--- src/rtl/gst_lmc_pkg.sv ---
// gst_lmc_pkg -- shared constants for the LMC1992 microwire receiver.
// Holds the function codes, the register address, the per-channel maxima
// and the power-on values of every setting, plus the mix-code check.
package gst_lmc_pkg;

  // Function field (frame[8:6])
  typedef enum logic [2:0] {
    FN_MIX    = 3'b000,
    FN_BASS   = 3'b001,
    FN_TREBLE = 3'b010,
    FN_MASTER = 3'b011,
    FN_RIGHT  = 3'b100,
    FN_LEFT   = 3'b101
  } lmc_fn_e;

  localparam logic [1:0] LMC_ADDR   = 2'b10;
  localparam logic [4:0] FRAME_BITS = 5'd11;

  // Per-channel maxima, already at channel width
  localparam logic [3:0] MAX_TONE   = 4'd12;
  localparam logic [4:0] MAX_LR     = 5'd20;
  localparam logic [5:0] MAX_MASTER = 6'd40;

  // Reset values
  localparam logic [5:0] RST_MASTER = 6'd40;
  localparam logic [4:0] RST_LR     = 5'd20;
  localparam logic [3:0] RST_TONE   = 4'd6;
  localparam logic [1:0] RST_MIX    = 2'b01;

  // True for function codes the chip accepts; mix code 11 is reserved.
  function automatic logic lmc_fn_valid(input logic [2:0] fn, input logic [1:0] mix_bits);
    case (fn)
      FN_MIX:                                  return (mix_bits != 2'b11);
      FN_BASS, FN_TREBLE, FN_MASTER,
      FN_RIGHT, FN_LEFT:                       return 1'b1;
      default:                                 return 1'b0;
    endcase
  endfunction

endpackage

--- src/rtl/lmc_ramp.sv ---
// lmc_ramp -- one ramped LMC1992 channel.
// Holds the applied value and its target; on each tick the applied value
// moves one step toward the target. A target write in the same cycle as a
// tick only affects later ticks, because the step compares against the
// target register as it was before the edge.
// Ports:
//   i_clk32   system clock
//   i_res     asynchronous active-high reset (loads RST_VAL)
//   i_tick    ramp step strobe
//   i_wr_en   load a new target
//   i_wr_val  new target (already clamped)
//   o_cur     currently applied value
//   o_differs applied value not yet equal to target
module lmc_ramp #(
  parameter int         W       = 4,
  parameter logic [W-1:0] RST_VAL = '0
) (
  input  logic         i_clk32,
  input  logic         i_res,
  input  logic         i_tick,
  input  logic         i_wr_en,
  input  logic [W-1:0] i_wr_val,
  output logic [W-1:0] o_cur,
  output logic         o_differs
);

  logic [W-1:0] r_cur;
  logic [W-1:0] r_tgt;

  always_ff @(posedge i_clk32 or posedge i_res) begin
    if (i_res) begin
      r_cur <= RST_VAL;
      r_tgt <= RST_VAL;
    end else begin
      if (i_wr_en) begin
        r_tgt <= i_wr_val;
      end
      if (i_tick) begin
        if (r_cur < r_tgt) begin
          r_cur <= r_cur + 1'b1;
        end else if (r_cur > r_tgt) begin
          r_cur <= r_cur - 1'b1;
        end
      end
    end
  end

  assign o_cur     = r_cur;
  assign o_differs = (r_cur != r_tgt);

endmodule

--- src/rtl/mw_lmc_rx.sv ---
// mw_lmc_rx -- microwire receiver for LMC1992-style tone/volume commands.
// Deserialises 11-bit frames (MSB first), validates and clamps them, and
// drives the applied settings; volume and tone channels ramp one step per
// RAMP_DIV clocks, mix changes immediately.
// Ports:
//   clk32        system clock
//   res          asynchronous active-high reset
//   mw_clk       microwire bit clock (synchronous to clk32)
//   mw_data      microwire data, sampled on mw_clk rise
//   mw_done      frame close, evaluated on its rise
//   master_vol, left_vol, right_vol, bass, treble, mix  applied settings
//   cmd_ok / cmd_err  one-cycle result pulse per non-empty frame
//   ramp_active  some ramped channel has not reached its target
module mw_lmc_rx
  import gst_lmc_pkg::*;
#(
  parameter int RAMP_DIV = 32000
) (
  input  logic       clk32,
  input  logic       res,
  input  logic       mw_clk,
  input  logic       mw_data,
  input  logic       mw_done,
  output logic [5:0] master_vol,
  output logic [4:0] left_vol,
  output logic [4:0] right_vol,
  output logic [3:0] bass,
  output logic [3:0] treble,
  output logic [1:0] mix,
  output logic       cmd_ok,
  output logic       cmd_err,
  output logic       ramp_active
);

  localparam int TW = (RAMP_DIV > 1) ? $clog2(RAMP_DIV) : 1;
  localparam logic [TW-1:0] TICK_LAST = TW'(RAMP_DIV - 1);

  logic          r_mw_clk_d;
  logic          r_mw_done_d;
  logic [10:0]   r_shift;
  logic [4:0]    r_bit_cnt;
  logic          r_cmd_ok;
  logic          r_cmd_err;
  logic          r_ramp_active;
  logic [1:0]    r_mix;
  logic [TW-1:0] r_tick_cnt;

  logic          w_clk_rise;
  logic          w_done_rise;
  logic [10:0]   w_shift_next;
  logic [4:0]    w_cnt_inc;
  logic [10:0]   w_frame;
  logic [4:0]    w_count;
  logic [1:0]    w_addr;
  logic [2:0]    w_fn;
  logic [5:0]    w_data;
  logic          w_accept;
  logic          w_reject;
  logic          w_tick;
  logic [4:0]    w_differs;

  logic          w_wr_mix, w_wr_bass, w_wr_treble, w_wr_master, w_wr_right, w_wr_left;
  logic [5:0]    w_master_val;
  logic [4:0]    w_lr_val;
  logic [3:0]    w_tone_val;

  assign w_clk_rise   = mw_clk & ~r_mw_clk_d;
  assign w_done_rise  = mw_done & ~r_mw_done_d;
  assign w_shift_next = {r_shift[9:0], mw_data};
  assign w_cnt_inc    = (r_bit_cnt == 5'd31) ? 5'd31 : r_bit_cnt + 5'd1;

  // A bit arriving in the closing cycle still belongs to the frame.
  assign w_frame = w_clk_rise ? w_shift_next : r_shift;
  assign w_count = w_clk_rise ? w_cnt_inc : r_bit_cnt;
  assign w_addr  = w_frame[10:9];
  assign w_fn    = w_frame[8:6];
  assign w_data  = w_frame[5:0];

  assign w_accept = w_done_rise && (w_count == FRAME_BITS) && (w_addr == LMC_ADDR)
                    && lmc_fn_valid(w_fn, w_data[1:0]);
  assign w_reject = w_done_rise && !w_accept && (w_count != 5'd0);

  assign w_wr_mix    = w_accept && (w_fn == FN_MIX);
  assign w_wr_bass   = w_accept && (w_fn == FN_BASS);
  assign w_wr_treble = w_accept && (w_fn == FN_TREBLE);
  assign w_wr_master = w_accept && (w_fn == FN_MASTER);
  assign w_wr_right  = w_accept && (w_fn == FN_RIGHT);
  assign w_wr_left   = w_accept && (w_fn == FN_LEFT);

  assign w_master_val = (w_data > MAX_MASTER)      ? MAX_MASTER : w_data;
  assign w_lr_val     = (w_data[4:0] > MAX_LR)     ? MAX_LR     : w_data[4:0];
  assign w_tone_val   = (w_data[3:0] > MAX_TONE)   ? MAX_TONE   : w_data[3:0];

  assign w_tick = (r_tick_cnt == TICK_LAST);

  always_ff @(posedge clk32 or posedge res) begin
    if (res) begin
      r_mw_clk_d    <= 1'b0;
      r_mw_done_d   <= 1'b0;
      r_shift       <= '0;
      r_bit_cnt     <= '0;
      r_cmd_ok      <= 1'b0;
      r_cmd_err     <= 1'b0;
      r_ramp_active <= 1'b0;
      r_mix         <= RST_MIX;
      r_tick_cnt    <= '0;
    end else begin
      r_mw_clk_d  <= mw_clk;
      r_mw_done_d <= mw_done;
      if (w_clk_rise) begin
        r_shift <= w_shift_next;
      end
      if (w_done_rise) begin
        r_bit_cnt <= '0;
      end else if (w_clk_rise) begin
        r_bit_cnt <= w_cnt_inc;
      end
      r_cmd_ok  <= w_accept;
      r_cmd_err <= w_reject;
      if (w_wr_mix) begin
        r_mix <= w_data[1:0];
      end
      r_tick_cnt    <= w_tick ? '0 : r_tick_cnt + 1'b1;
      r_ramp_active <= |w_differs;
    end
  end

  lmc_ramp #(.W(6), .RST_VAL(RST_MASTER)) u_master (
    .i_clk32(clk32), .i_res(res), .i_tick(w_tick), .i_wr_en(w_wr_master),
    .i_wr_val(w_master_val), .o_cur(master_vol), .o_differs(w_differs[0])
  );

  lmc_ramp #(.W(5), .RST_VAL(RST_LR)) u_left (
    .i_clk32(clk32), .i_res(res), .i_tick(w_tick), .i_wr_en(w_wr_left),
    .i_wr_val(w_lr_val), .o_cur(left_vol), .o_differs(w_differs[1])
  );

  lmc_ramp #(.W(5), .RST_VAL(RST_LR)) u_right (
    .i_clk32(clk32), .i_res(res), .i_tick(w_tick), .i_wr_en(w_wr_right),
    .i_wr_val(w_lr_val), .o_cur(right_vol), .o_differs(w_differs[2])
  );

  lmc_ramp #(.W(4), .RST_VAL(RST_TONE)) u_bass (
    .i_clk32(clk32), .i_res(res), .i_tick(w_tick), .i_wr_en(w_wr_bass),
    .i_wr_val(w_tone_val), .o_cur(bass), .o_differs(w_differs[3])
  );

  lmc_ramp #(.W(4), .RST_VAL(RST_TONE)) u_treble (
    .i_clk32(clk32), .i_res(res), .i_tick(w_tick), .i_wr_en(w_wr_treble),
    .i_wr_val(w_tone_val), .o_cur(treble), .o_differs(w_differs[4])
  );

  assign mix         = r_mix;
  assign cmd_ok      = r_cmd_ok;
  assign cmd_err     = r_cmd_err;
  assign ramp_active = r_ramp_active;

endmodule
--- config.mk ---
export PLATFORM = sky130hd
export DESIGN_NAME = mw_lmc_rx
export DESIGN_NICKNAME = d
export VERILOG_FILES = /design/src/rtl/gst_lmc_pkg.sv /design/src/rtl/lmc_ramp.sv /design/src/rtl/mw_lmc_rx.sv
export SDC_FILE = /design/constraint.sdc
export NUM_CORES = 1
export LEC_CHECK = 0
export ABC_AREA = 1
export BUFFER_PORTS_ARGS = -buffer_cell sky130_fd_sc_hd__buf_4
export CAP_MARGIN = 10
export CORE_ASPECT_RATIO = 1.5
export CORE_UTILIZATION = 41
export CTS_CLUSTER_DIAMETER = 30
export CTS_CLUSTER_SIZE = 24
export DETAILED_ROUTE_END_ITERATION = 12
export PLACE_DENSITY = 0.6
export SYNTH_ARGS = -nofsm -noshare
export SYNTH_HDL_FRONTEND = slang
export SYNTH_SLANG_ARGS = --single-unit
--- constraint.sdc ---
create_clock -name clk32 -period 2.4 [get_ports clk32]
set_input_delay 0.36 -clock clk32 [delete_from_list [all_inputs] [get_ports clk32]]
set_output_delay 0.36 -clock clk32 [all_outputs]
set_load 0.005 [all_outputs]
---- Word-level counts from Yosys, hierarchy flattened ----
Cells that the tools add are included.
storage, ports and cells
  input bits .............................. 5
  output and inout port bits .............. 29
  register bits ........................... 86
cells by class
  $add $sub $neg .......................... 12
  order comparisons ....................... 13
  bitwise operators ....................... 4
  eq/ne operators ......................... 15
  reduce and logical (&&, ||, !) cells .... 26
  mux-type cells .......................... 19
operators by type and width
  operator               count
  $mux 5                 8
  $mux 4                 5
  $mux 6                 3
  $add 15x1->15 const B  1
  $add 5x1->5 const B    3
  $eq 15x15->1 const B   1
  $mux 15                1
  $logic_and 1x1->1      11
  $mux 11                1
  $gt 5x5->1             2
  $lt 5x5->1             2
  $ne 5x5->1             2
  $reduce_and 2->1       5
  $reduce_bool 2->1      5
  $reduce_or 5->1        2
  $sub 5x1->5 const B    2
  $add 4x1->4 const B    2
  $gt 4x4->1             2
  $lt 4x4->1             2
  $ne 4x4->1             2
  $sub 4x1->4 const B    2
  $add 6x1->6 const B    1
  $eq 3x2->1 const B     2
  $eq 3x3->1 const B     2
  other kinds (18)       20

---- Logic depth before layout (Yosys ltp) ----
Gate-level depths: netlist of run 1.
  depth after elaboration ................. 10
  depth in mapped cells ................... 15
  mapped depth without buffers ............ 15

---- Cells and area by module ----
A second synthesis of run 1 with hierarchy kept.
second synthesis, totals
  cell total of the unflattened synthesis .. 658
  area, all modules ....................... 5337.6 um^2
by module, submodules not included
  module                  area each (um^2)  cells an instance  times used
  mw_lmc_rx               1961.9            251                1
  lmc_ramp at u_left ...  724.4             85                 2
  lmc_ramp at u_bass ...  538.0             64                 2
  lmc_ramp at u_master    850.8             109                1

---- Worst setup path after synthesis of run 1 ----
Ideal clock, no wire load.
  path kind ............................... reg2reg
  start ................................... register u_master.r_tgt[3]
  end ..................................... register u_master.r_cur[5], in the netlist u_master.o_cur[5]
  required time ........................... 2.324 ns
  period minus slack after synthesis ...... 2.287 ns
  data arrival time ....................... 2.211 ns
  cell stages (with the launch flop) ...... 16
  slack ................................... 0.113 ns
  library setup time ...................... 0.076 ns
  cells stage by stage .................... dfstp_2 -> inv_1 -> ha_1 -> nand2_1 -> inv_1 -> o21bai_1 -> nand3_1 -> ha_1 -> a21oi_1 -> o21ai_0 -> a31oi_1 -> inv_1 -> nand2_1 -> nand2_1 -> nand2_1 -> nand2_1
on the way
  longest elaborated chain between the ends .. 3
  elaborated cells between the ends (all ways) .. 5
  those cells by class .................... order compare: 2; mux: 1; reduce/logical: 2
ends and longest elaborated chain
  item                                      line                            source
  start, declared                           lmc_ramp.sv:28                  logic [W-1:0] r_tgt;
  start signal, assigned                    lmc_ramp.sv:36                  r_tgt <= i_wr_val;
  $gt 6x6->1 or $lt 6x6->1 (tied branches)  lmc_ramp.sv:41, lmc_ramp.sv:39
  $reduce_bool 2->1 (no source line)        --
  $reduce_and 2->1 (no source line)         --
  end signal, assigned                      lmc_ramp.sv:40                  r_cur <= r_cur + 1'b1;
  end signal, assigned                      lmc_ramp.sv:42                  r_cur <= r_cur - 1'b1;
  end, declared                             lmc_ramp.sv:27                  logic [W-1:0] r_cur;
Several ways; a longest one is shown, not always the timed one.
A chain may end at the register's enable or synchronous reset.

---- Worst setup path in the final report of run 1 ----
  start ................................... register u_master.r_tgt[5]
  end ..................................... register u_master.r_cur[4], in the netlist u_master.o_cur[4]
Same word-level chain as after synthesis.

==> summary.md, run 1 <==
| Metric | Value |
|---|---|
| Outcome | `finished clean` |
| Netlist cell types | `40` |
| Crit. End Element | `flop` |
| Worst VDD drop | `0.0004306 V` |
| WP buf/inv | `3` |
| Die height | `141.0 um` |
| Post-Route Skew | `10.20 ps` |
| Type of the worst setup path | `reg -> reg` |
| Global route total overflow | `0` |
| Critical path's top delay family | `adder cells` |
| Mean Syn Cell Area | `8.182 um2` |
| Number of global-route vias before repair | `4296` |
| Net switching power | `0.8928 mW` |
| Post-Layout Cell Count | `875` |
| # IOs | `34` |
| Layout cells sized above 1 | `23.92%` |
| Min Clock Period, post-route | `2337 ps` |
| Multi-input logic area | `0.002841 mm2` |
| Switching part of the total | `25.17%` |
| Layout area overhead | `22.74%` |
| CTS tree | `built` |
| Max Clk Rate | `427.8 MHz` |
| Clock tree root buffer cell | `clkbuf_16` |
| Final Hold Viols | `0` |
| Filler cells | `1202` |
| Die area | `0.01334 mm2` |
| CTS sink count | `86` |
| Crit-path max cell delay | `510 ps` |
| Arr. time, crit path | `2620 ps` |
| First-pass GRT wire length | `19.26 mm` |
| Area leader, netlist | `dfrtp_1` |
| Synth Instances | `645` |
| Register bit total from synthesis | `86` |
| Vias | `4238` |
| Place WS | `-94.68 ps` |
| Max cap viols | `0` |
| Clock power frac | `45.9%` |
| Clock Tree Buf Depth | `2` |
| Synthesized area | `0.005278 mm2` |
| Starting Density | `42.18%` |
| Register area | `0.002178 mm2` |
| Routed vias/inst | `4.843` |
| Drt drc | `0` |
| Clock Latency Late Sink | `340 ps` |
| WP data required | `2680 ps` |
| Synthesized Nets | `695` |
| RePlAce Congestion | `0.8820` |
| Cell Int Power | `2.654 mW` |
| Core footprint | `0.01251 mm2` |
| Pleak | `3.432 nW` |
| Total power | `3.547 mW` |
| Crit Path Max Fanout | `6` |
| Worst setup SP type | `flop` |
| Slew HR | `69.25%` |
| Port buffer count | `33` |
| Total CTS buffers | `9` |
| Synth Warn # | `0` |
| Hold Slack | `139.1 ps` |
| Die W | `94.64 um` |
| Detailed placer's ending HPWL | `8.318 mm` |
| Overall Global Routing Usage | `18.21%` |
| Synth top area cells | `dfrtp_1 (31%), nand2_1 (12%), dfstp_2 (10%), ha_1 (9.5%), inv_1 (7.8%)` |
| Antenna Nets Post-Route | `0` |
| Final TNS setup | `0 ps` |
| Cell Pwr Density | `547.6 mW/mm2` |
| DR WL/cell | `12.81 um` |
| Pre-antenna DRT Iters | `4` |
| Crit share post-route | `97.39%` |
| Largest net degree at the start of global routing | `57` |
| Slew @ Worst Pin | `460.2 ps` |
| Antenna cells | `0` |
| CP cell instances | `inv_1, ha_4, a21oi_1, nand3_4, ha_4, buf_4, buf_4, nand2_1, o21ai_2, xor2_1, nand2_1, nand2_1` |
| Detailed router's first-iteration violation count | `175` |
| CTS HTree Levels | `3` |
| Number of antenna violations at the first check in global routing | `0` |
| FP Rows | `50` |
| Logic pwr share | `11.1%` |
| NumNets Final | `764` |
| Fin worst setup slack | `62.69 ps` |
| Seq pwr share | `43.0%` |
| Critical-path top delay cell | `dfstp_2` |
| Post-synth top area share | `30.82%` |
| Crit path top cell by count | `nand2_1` |
| Final Max Slew Viols | `0` |
| Drt total wl | `11.21 mm` |
| Final Setup Violations | `0` |
| Min-delay worst type | `in -> reg` |
| Inst Count DP | `849` |
| Clock slew at reported path FFs | `60 ps` |
| Post-synthesis sequential area ratio | `41.28%` |
layout make-up:
class	count	area share [%]
repair buffers	62	7.417
clock buffers	10	3.689
inverters	114	6.703
clock inverters	6	1.681
well taps	156	3.013
multi-input cells	441	43.87
flip-flops and latches	86	33.63
layer usage:
metal	track usage (%)	up-vias	routed length, um
met1	21.30	1978	4729
met3	3.020	15	285
met5	0	-	0
li1	-	2184	-
met2	32.83	61	5951
met4	6.380	0	246
through the flow:
stage               area (um2)  utilization (%)
finish                    6477            51.77
global route              6477            51.77
detailed placement        5827            46.57
floorplan                 5281                -
CTS                       6237            49.85
global placement          5827            46.57
power groups by stage:
stage,clock network [mW],registers (mW),logic [mW]
after floorplan,0,1.54,0.305
after global placement,0,1.55,0.390
after detailed placement,0,1.55,0.395
after CTS,1.67,1.52,0.398
after global routing,1.73,1.53,0.454
final,1.63,1.52,0.395
path summary, 6_finish.rpt:
check	from	to	slack, ps	cells past startpoint
max in group asynchronous	res	mix[0]$_DFFE_PP1P_	1270	4
worst min register to register	u_treble.r_tgt[2]$_DFFE_PP1P_	u_treble.r_tgt[2]$_DFFE_PP1P_	470	2
worst min-delay path	mw_done	r_mw_done_d$_DFF_PP0_	140	1
min in group asynchronous	res	u_master.o_cur[2]$_DFFE_PP0P_	510	3
worst max-delay path	u_master.r_tgt[5]$_DFFE_PP1P_	u_master.o_cur[4]$_DFFE_PP0P_	60	12
worst max register to register	u_master.r_tgt[5]$_DFFE_PP1P_	u_master.o_cur[4]$_DFFE_PP0P_	60	12
kinds of logic (layout without fill, tap and decap cells):
group	count (synthesis)	after routing	synth area share [%]
AOI/OAI and AO/OA	67	67	7.610
DFF	86	86	41.28
xor gates and xnor gates	21	21	3.485
and+or+nand+nor	308	308	27.10
buffers and inverters	118	192	9.151
adders and majority gates	45	45	11.38
Yosys cell counts (all sizes together):
master,instances
nand3b,1
a21o,2
nand3,56
nand4,8
o31ai,1
o21bai,1
ha,40
a211oi,1
o21ai,35
nand2,183
or2,2
a31oi,2
xnor2,7
xor2,14
dfstp,21
fa,5
and3,1
inv,114
nor2,46
a21oi,24
nor3,11
o21a,1
dfrtp,65
buf,4
flip-flops by register name, summed over array words and instances (netlist names):
signal and cells:
u_left.o_cur 5, cmd_ok 1, u_right.r_tgt 5, u_master.o_cur 6, u_right.o_cur 5, u_left.r_tgt 5
r_shift 11, u_treble.r_tgt 4, r_tick_cnt 15, r_mw_done_d 1, r_bit_cnt 5, cmd_err 1
u_treble.o_cur 4, u_master.r_tgt 6, u_bass.r_tgt 4, mix 2, r_mw_clk_d 1, ramp_active 1
u_bass.o_cur 4
cells in the final DEF (no fill, tap or decap), types with 5 or more instances in the layout:
master	n
nor3_1	7
ha_1	29
nor2_2	5
xor2_1	14
inv_1	105
nor2_1	37
dfrtp_1	65
o21ai_2	7
nand2_4	6
clkbuf_16	9
o21ai_0	15
o21ai_1	11
buf_4	60
dfstp_2	21
nand4_1	8
xnor2_1	7
a21oi_2	6
nand2_1	170
inv_2	7
a21oi_1	18
nand2_2	7
ha_4	11
nand3_1	51
worst register-to-register path, cell delays in order (launching register included):
cell and delay (ps):
dfstp_2 510, inv_1 60, ha_4 220, a21oi_1 290
nand3_4 200, ha_4 330, buf_4 100, buf_4 100
nand2_1 60, o21ai_2 120, xor2_1 150, nand2_1 60
nand2_1 60
what timing repair did:
| item | 4_1_cts | 5_1_grt |
|---|---|---|
| gates cloned | 0 | 0 |
| setup buffers | 4 | 5 |
| pin swaps | 2 | 13 |
| hold endpoints to repair | 6 | 0 |
| hold buffers | 1 | 0 |
| endpoints found under the setup margin | 4 | 10 |
| gates resized for setup | 3 | 38 |
Note: power is estimated with default switching activity, not from simulation.
==> run 2, diff against run 1 <==
Settings changed: RECOVER_POWER set to 100, SLEW_MARGIN set to 20.
==> summary.md, run 2 (same netlist as run 1, synthesis figures left out) <==
| Metric | Value |
|---|---|
| Layout area overhead | `21.22% (was 22.74%)` |
| Number of global-route vias before repair | `4296 (unchanged)` |
| Die W | `94.64 um (unchanged)` |
| NumNets Final | `764 (unchanged)` |
| Hold Slack | `165.2 ps (was 139.1 ps)` |
| Commonest non-fill, non-tap cell in the layout | `nand2_1 (unchanged)` |
| Clock tree root buffer cell | `clkbuf_16 (unchanged)` |
| Detailed placer's ending HPWL | `8.318 mm (unchanged)` |
| Detailed router's first-iteration violation count | `137 (was 175)` |
| Dpl cell area | `0.005827 mm2 (unchanged)` |
| Cell Pwr Density | `550.6 mW/mm2 (was 547.6 mW/mm2)` |
| Max reg flops | `15 (unchanged)` |
| Clock Tree Buf Depth | `2 (unchanged)` |
| Drt total wl | `11.21 mm (about the same)` |
| Layout cells sized above 1 | `21.14% (was 23.92%)` |
| Die area | `0.01334 mm2 (unchanged)` |
| FF-to-FF End | `u_master.o_cur[4]$_DFFE_PP0P_ (unchanged)` |
| Crit share post-route | `98.75% (was 97.39%)` |
| Overall Global Routing Usage | `18.21% (unchanged)` |
| Cell area after layout | `0.006397 mm2 (was 0.006477 mm2)` |
| CTS sink count | `86 (unchanged)` |
| Max cap viols | `0 (unchanged)` |
| Slew @ Worst Pin | `1182 ps (was 460.2 ps)` |
| Final Setup Violations | `0 (unchanged)` |
| Min-delay worst type | `in -> reg (unchanged)` |
| Most frequent cells in the layout | `nand2_1 (171), inv_1 (105), dfrtp_1 (65), nand3_1 (51), nor2_1 (39) (was nand2_1 (170), inv_1 (105), dfrtp_1 (65), buf_4 (60), nand3_1 (51))` |
| Core footprint | `0.01251 mm2 (unchanged)` |
| Global route total overflow | `0 (unchanged)` |
| Final Hold Viols | `0 (unchanged)` |
| Total power | `3.522 mW (was 3.547 mW)` |
| Place WS | `-94.68 ps (unchanged)` |
| Pleak | `3.360 nW (was 3.432 nW)` |
| WP data required | `2680 ps (about the same)` |
| R2R depth | `12 (unchanged)` |
| CTS HTree Levels | `3 (unchanged)` |
| Vias | `4235 (was 4238)` |
| Final TNS setup | `0 ps (unchanged)` |
| Antenna cells | `0 (unchanged)` |
| Largest regs | `r_tick_cnt x15, r_shift x11 (unchanged)` |
| Total CTS buffers | `9 (unchanged)` |
| Most flops, register | `r_tick_cnt (unchanged)` |
| Largest net degree at the start of global routing | `57 (unchanged)` |
| Min Clock Period, post-route | `2370 ps (was 2337 ps)` |
| Die height | `141.0 um (unchanged)` |
| Clock slew at reported path FFs | `60 ps (about the same)` |
| First-pass GRT wire length | `19.26 mm (unchanged)` |
| Outcome | `finished clean (unchanged)` |
| Crit. End Element | `flop (unchanged)` |
| CP cell instances | `inv_1, ha_4, a21oi_1, nand3_4, ha_4, buf_4, buf_4, nand2_1, o21ai_1, xor2_1, nand2_1, nand2_1 (was inv_1, ha_4, a21oi_1, nand3_4, ha_4, buf_4, buf_4, nand2_1, o21ai_2, xor2_1, nand2_1, nand2_1)` |
| Crit path top cell by count | `nand2_1 (unchanged)` |
| Crit-path max cell delay | `510 ps (about the same)` |
| Hold Crit Depth | `1 (unchanged)` |
| Critical-path top delay cell | `dfstp_2 (unchanged)` |
| FP Rows | `50 (unchanged)` |
| Pre-antenna DRT Iters | `4 (unchanged)` |
| Arr. time, crit path | `2650 ps (was 2620 ps)` |
| # IOs | `34 (unchanged)` |
| Hold Crit Start | `mw_done (unchanged)` |
| Worst VDD drop | `0.0004292 V (was 0.0004306 V)` |
| DR WL/cell | `12.81 um (about the same)` |
| RePlAce Congestion | `0.8820 (unchanged)` |
| Post-Route Skew | `10.15 ps (was 10.20 ps)` |
| Crit Path Max Fanout | `6 (unchanged)` |
| Clock Latency Late Sink | `340 ps (about the same)` |
| Antenna Nets Post-Route | `0 (unchanged)` |
| Reg2reg start | `u_master.r_tgt[5]$_DFFE_PP1P_ (unchanged)` |
| Final Max Slew Viols | `0 (unchanged)` |
| CTS tree | `built (unchanged)` |
| Hold EP | `r_mw_done_d$_DFF_PP0_ (unchanged)` |
| Slew HR | `21.21% (was 69.25%)` |
| Drt drc | `0 (unchanged)` |
| R2R Setup Slk | `30 ps (was 60 ps)` |
| Type of the worst setup path | `reg -> reg (unchanged)` |
| Fin worst setup slack | `29.92 ps (was 62.69 ps)` |
| Max Clk Rate | `421.9 MHz (was 427.8 MHz)` |
| Number of antenna violations at the first check in global routing | `0 (unchanged)` |
| Worst setup SP type | `flop (unchanged)` |
| Routed vias/inst | `4.840 (was 4.843)` |
| Starting Density | `42.18% (unchanged)` |
| Port buffer count | `33 (unchanged)` |
==> run 2: changes by cell type in the layout (fill, tap and decap cells not counted), sizes merged <==
cell,delta
buf,-26
clkbuf,+26
==> run 2: timing repair <==
| item | in CTS | in global routing |
|---|---|---|
| setup buffers | 4 | 5 |
| hold endpoints to repair | 6 | 0 |
| gates resized for setup | 3 | 38 |
| hold buffers | 1 | 0 |
| setup endpoints to repair | 4 | 10 |
| pin swaps | 2 | 13 |
==> run 2: power by group <==
part / switching [mW] / internal, mW / leakage, nW / total (mW)
Clock: 0.578 / 1.04 / 0.172 / 1.62
Sequential: 0.0267 / 1.50 / 1.05 / 1.52
Combinational: 0.272 / 0.105 / 2.14 / 0.378
Total: 0.878 / 2.64 / 3.36 / 3.52
==> run 2: worst max path at each step <==
stage,slack (ps),from,to
detailed placement,-90,u_master.r_tgt[3]$_DFFE_PP1P_,u_master.o_cur[5]$_DFFE_PP1P_
global route,-40,u_master.r_tgt[5]$_DFFE_PP1P_,u_master.o_cur[5]$_DFFE_PP1P_
floorplan,110,u_master.r_tgt[3]$_DFFE_PP1P_,u_master.o_cur[5]$_DFFE_PP1P_
global placement,30,u_master.r_tgt[3]$_DFFE_PP1P_,u_master.o_cur[5]$_DFFE_PP1P_
CTS,-4,u_master.r_tgt[3]$_DFFE_PP1P_,u_master.o_cur[5]$_DFFE_PP1P_
finish,30,u_master.r_tgt[5]$_DFFE_PP1P_,u_master.o_cur[4]$_DFFE_PP0P_
==> run 2: critical path, delay by kind of cell (launching register included) <==
family	cells	cell delay (ps)
fa+ha+maj	2	550
flops	1	510
compound gates	2	440
buf+inv	3	260
xor+xnor	1	150
simple gates	4	390
==> run 2: per-stage QoR <==
step	instances	utilization (%)
3_3_place_gp	849	46.57
3_5_place_dp	849	46.57
5_1_grt	875	51.13
2_1_floorplan	645	-
6_report	875	51.13
4_1_cts	870	49.85
==> run 2: cell type report <==
cell class | instances | area, um2
Timing Repair Buffer | 62 | 441.7
Fill cell | 1219 | 6115
Clock inverter | 6 | 108.9
Inverter | 114 | 431.7
Multi-Input combinational cell | 441 | 2803
Sequential cell | 86 | 2178
Tap cell | 156 | 195.2
Clock buffer | 10 | 239.0
==> run 2: per-layer routing <==
| layer | GRT usage [%] | wire [um] | vias to the layer above |
|---|---|---|---|
| met5 | 0 | 0 | - |
| met4 | 6.380 | 244 | 0 |
| met3 | 3.020 | 268 | 14 |
| met2 | 32.83 | 5946 | 49 |
| met1 | 21.30 | 4747 | 1994 |
| li1 | - | - | 2178 |
==> run 3, diff against run 2 <==
Settings changed: PLACE_DENSITY 0.6 to unset, SETUP_SLACK_MARGIN set to 0.3.
==> summary.md, run 3 (same netlist as run 1, synthesis figures left out) <==
| Metric | Value |
|---|---|
| Final Setup Violations | `0 (unchanged)` |
| Max Clk Rate | `440.1 MHz (was 421.9 MHz)` |
| NumNets Final | `776 (was 764)` |
| RSZ-0062 raised after global routing | `yes` |
| Die W | `94.64 um (unchanged)` |
| Clock slew at reported path FFs | `60 ps (about the same)` |
| Min Clock Period, post-route | `2272 ps (was 2370 ps)` |
| Detailed placer's ending HPWL | `8.397 mm (was 8.318 mm)` |
| # IOs | `34 (unchanged)` |
| Place WS | `-66.15 ps (was -94.68 ps)` |
| Arr. time, crit path | `2550 ps (was 2650 ps)` |
| Pleak | `3.448 nW (was 3.360 nW)` |
| Die height | `141.0 um (unchanged)` |
| Port buffer count | `33 (unchanged)` |
| Fin worst setup slack | `128.0 ps (was 29.92 ps)` |
| WP data required | `2680 ps (about the same)` |
| Crit Path Max Fanout | `6 (unchanged)` |
| Largest regs | `r_tick_cnt x15, r_shift x11 (unchanged)` |
| Largest net degree at the start of global routing | `32 (was 57)` |
| Type of the worst setup path | `reg -> reg (unchanged)` |
| First-pass GRT wire length | `19.75 mm (was 19.26 mm)` |
| Worst VDD drop | `0.0003304 V (was 0.0004292 V)` |
| FP Rows | `50 (unchanged)` |
| Max reg flops | `15 (unchanged)` |
| DR WL/cell | `13.00 um (was 12.81 um)` |
| CP cell instances | `inv_2, ha_4, nand2_2, nor2_2, o21ai_2, nand3_4, buf_4, inv_2, fa_2, o21ai_2, xor2_1, nand2_1, nand2_1 (was inv_1, ha_4, a21oi_1, nand3_4, ha_4, buf_4, buf_4, nand2_1, o21ai_1, xor2_1, nand2_1, nand2_1)` |
| Starting Density | `42.18% (unchanged)` |
| Dpl cell area | `0.005949 mm2 (was 0.005827 mm2)` |
| Crit-path max cell delay | `520 ps (was 510 ps)` |
| Routed vias/inst | `4.809 (was 4.840)` |
| Critical-path top delay cell | `dfstp_2 (unchanged)` |
| Min-delay worst type | `in -> reg (unchanged)` |
| Worst setup SP type | `flop (unchanged)` |
| Global route total overflow | `0 (unchanged)` |
| Die area | `0.01334 mm2 (unchanged)` |
| Overall Global Routing Usage | `18.75% (was 18.21%)` |
| Post-Route Skew | `7.496 ps (was 10.15 ps)` |
| Layout area overhead | `28.00% (was 21.22%)` |
| Hold Buf Count CTS | `0 (was 1)` |
| Cell Pwr Density | `478.6 mW/mm2 (was 550.6 mW/mm2)` |
| Pre-antenna DRT Iters | `4 (unchanged)` |
| CTS HTree Levels | `3 (unchanged)` |
| Clock Tree Buf Depth | `2 (unchanged)` |
| Number of global-route vias before repair | `4342 (was 4296)` |
| Drt total wl | `11.53 mm (was 11.21 mm)` |
| Final Hold Viols | `0 (unchanged)` |
| Number of antenna violations at the first check in global routing | `0 (unchanged)` |
| Vias | `4266 (was 4235)` |
| Cell area after layout | `0.006755 mm2 (was 0.006397 mm2)` |
| Max cap viols | `0 (unchanged)` |
| Antenna Nets Post-Route | `0 (unchanged)` |
| Slew HR | `5.593% (was 21.21%)` |
| Total CTS buffers | `9 (unchanged)` |
| CTS sink count | `86 (unchanged)` |
| Slew @ Worst Pin | `1408 ps (was 1182 ps)` |
| Commonest non-fill, non-tap cell in the layout | `nand2_1 (unchanged)` |
| Crit. End Element | `flop (unchanged)` |
| Core footprint | `0.01251 mm2 (unchanged)` |
| Layout cells sized above 1 | `32.42% (was 21.14%)` |
| RePlAce Congestion | `0.8517 (was 0.8820)` |
| Clock tree root buffer cell | `clkbuf_16 (unchanged)` |
| CTS tree | `built (unchanged)` |
| Antenna cells | `0 (unchanged)` |
| Outcome | `finished clean (unchanged)` |
| Detailed router's first-iteration violation count | `108 (was 137)` |
| Most frequent cells in the layout | `nand2_1 (157), inv_1 (90), dfrtp_1 (64), buf_4 (56), nand3_1 (45) (was nand2_1 (171), inv_1 (105), dfrtp_1 (65), nand3_1 (51), nor2_1 (39))` |
| Final Max Slew Viols | `0 (unchanged)` |
| Clock Latency Late Sink | `340 ps (about the same)` |
| Total power | `3.233 mW (was 3.522 mW)` |
| Drt drc | `0 (unchanged)` |
| Most flops, register | `r_tick_cnt (unchanged)` |
| Crit share post-route | `94.67% (was 98.75%)` |
[run 3: per-layer routing]
metal,share of wire [%],GRT usage (%),wire [um]
met1,42,22.25,4809
met2,55,33.74,6344
met3,2.1,3.128,244
met4,1.1,5.981,129
met5,0,0,0
[run 3: report_power, final]
group	leakage, nW	total (mW)	switching, mW	internal [mW]
clock	0.128	1.31	0.576	0.730
combinational	2.27	0.402	0.289	0.113
sequential	1.05	1.53	0.0286	1.50
[run 3: worst paths after layout]
check                      cells past startpoint  slack (ps)                       endpoint                           from
hold / removal                                 1         170          r_mw_done_d$_DFF_PP0_                        mw_done
min in group asynchronous                      2         330        r_tick_cnt[2]$_DFF_PP0_                            res
setup / recovery                              13         130  u_master.o_cur[4]$_DFFE_PP0P_  u_master.r_tgt[5]$_DFFE_PP1P_
setup reg to reg                              13         130  u_master.o_cur[4]$_DFFE_PP0P_  u_master.r_tgt[5]$_DFFE_PP1P_
max in group asynchronous                      3         730           r_shift[6]$_DFF_PP0_                            res
hold reg to reg                                1         460        r_tick_cnt[0]$_DFF_PP0_        r_tick_cnt[0]$_DFF_PP0_
[run 3: layout make-up]
cell class,count,area (um2)
multi-input combinational,442,3104
inverter,114,439.2
tap,156,195.2
sequential,86,2180
clock buffer,11,242.7
timing repair buffer,73,558.0
clock inverter,5,36.28
fill,1142,5757
[run 3: timing repair]
item | CTS | global route
resized for setup | 47 | 48
setup endpoints to repair | 13 | 48
pin swaps | 45 | 49
buffers inserted | 17 | 10
cloned | 0 | 1
endpoints found under the hold margin | 0 | 0
[run 3: metrics by stage]
step                      util, %  setup TNS [ps]  hold slack, ps  cells
after global placement      47.55               0           445.8    843
after floorplan                 -               0           391.4    645
after global routing        53.99          -15.84           149.8    887
final                       53.99               0           165.6    887
after CTS                   52.65               0           125.8    876
after detailed placement    47.55          -66.15           452.8    843
[run 3: critical path: cells and delay by family, from the launching register on]
| family | cells | cell delay [ps] |
|---|---|---|
| buf+inv | 3 | 220 |
| compound gates | 2 | 240 |
| xor+xnor | 1 | 190 |
| flops | 1 | 520 |
| simple gates | 5 | 430 |
| fa+ha+maj | 2 | 620 |
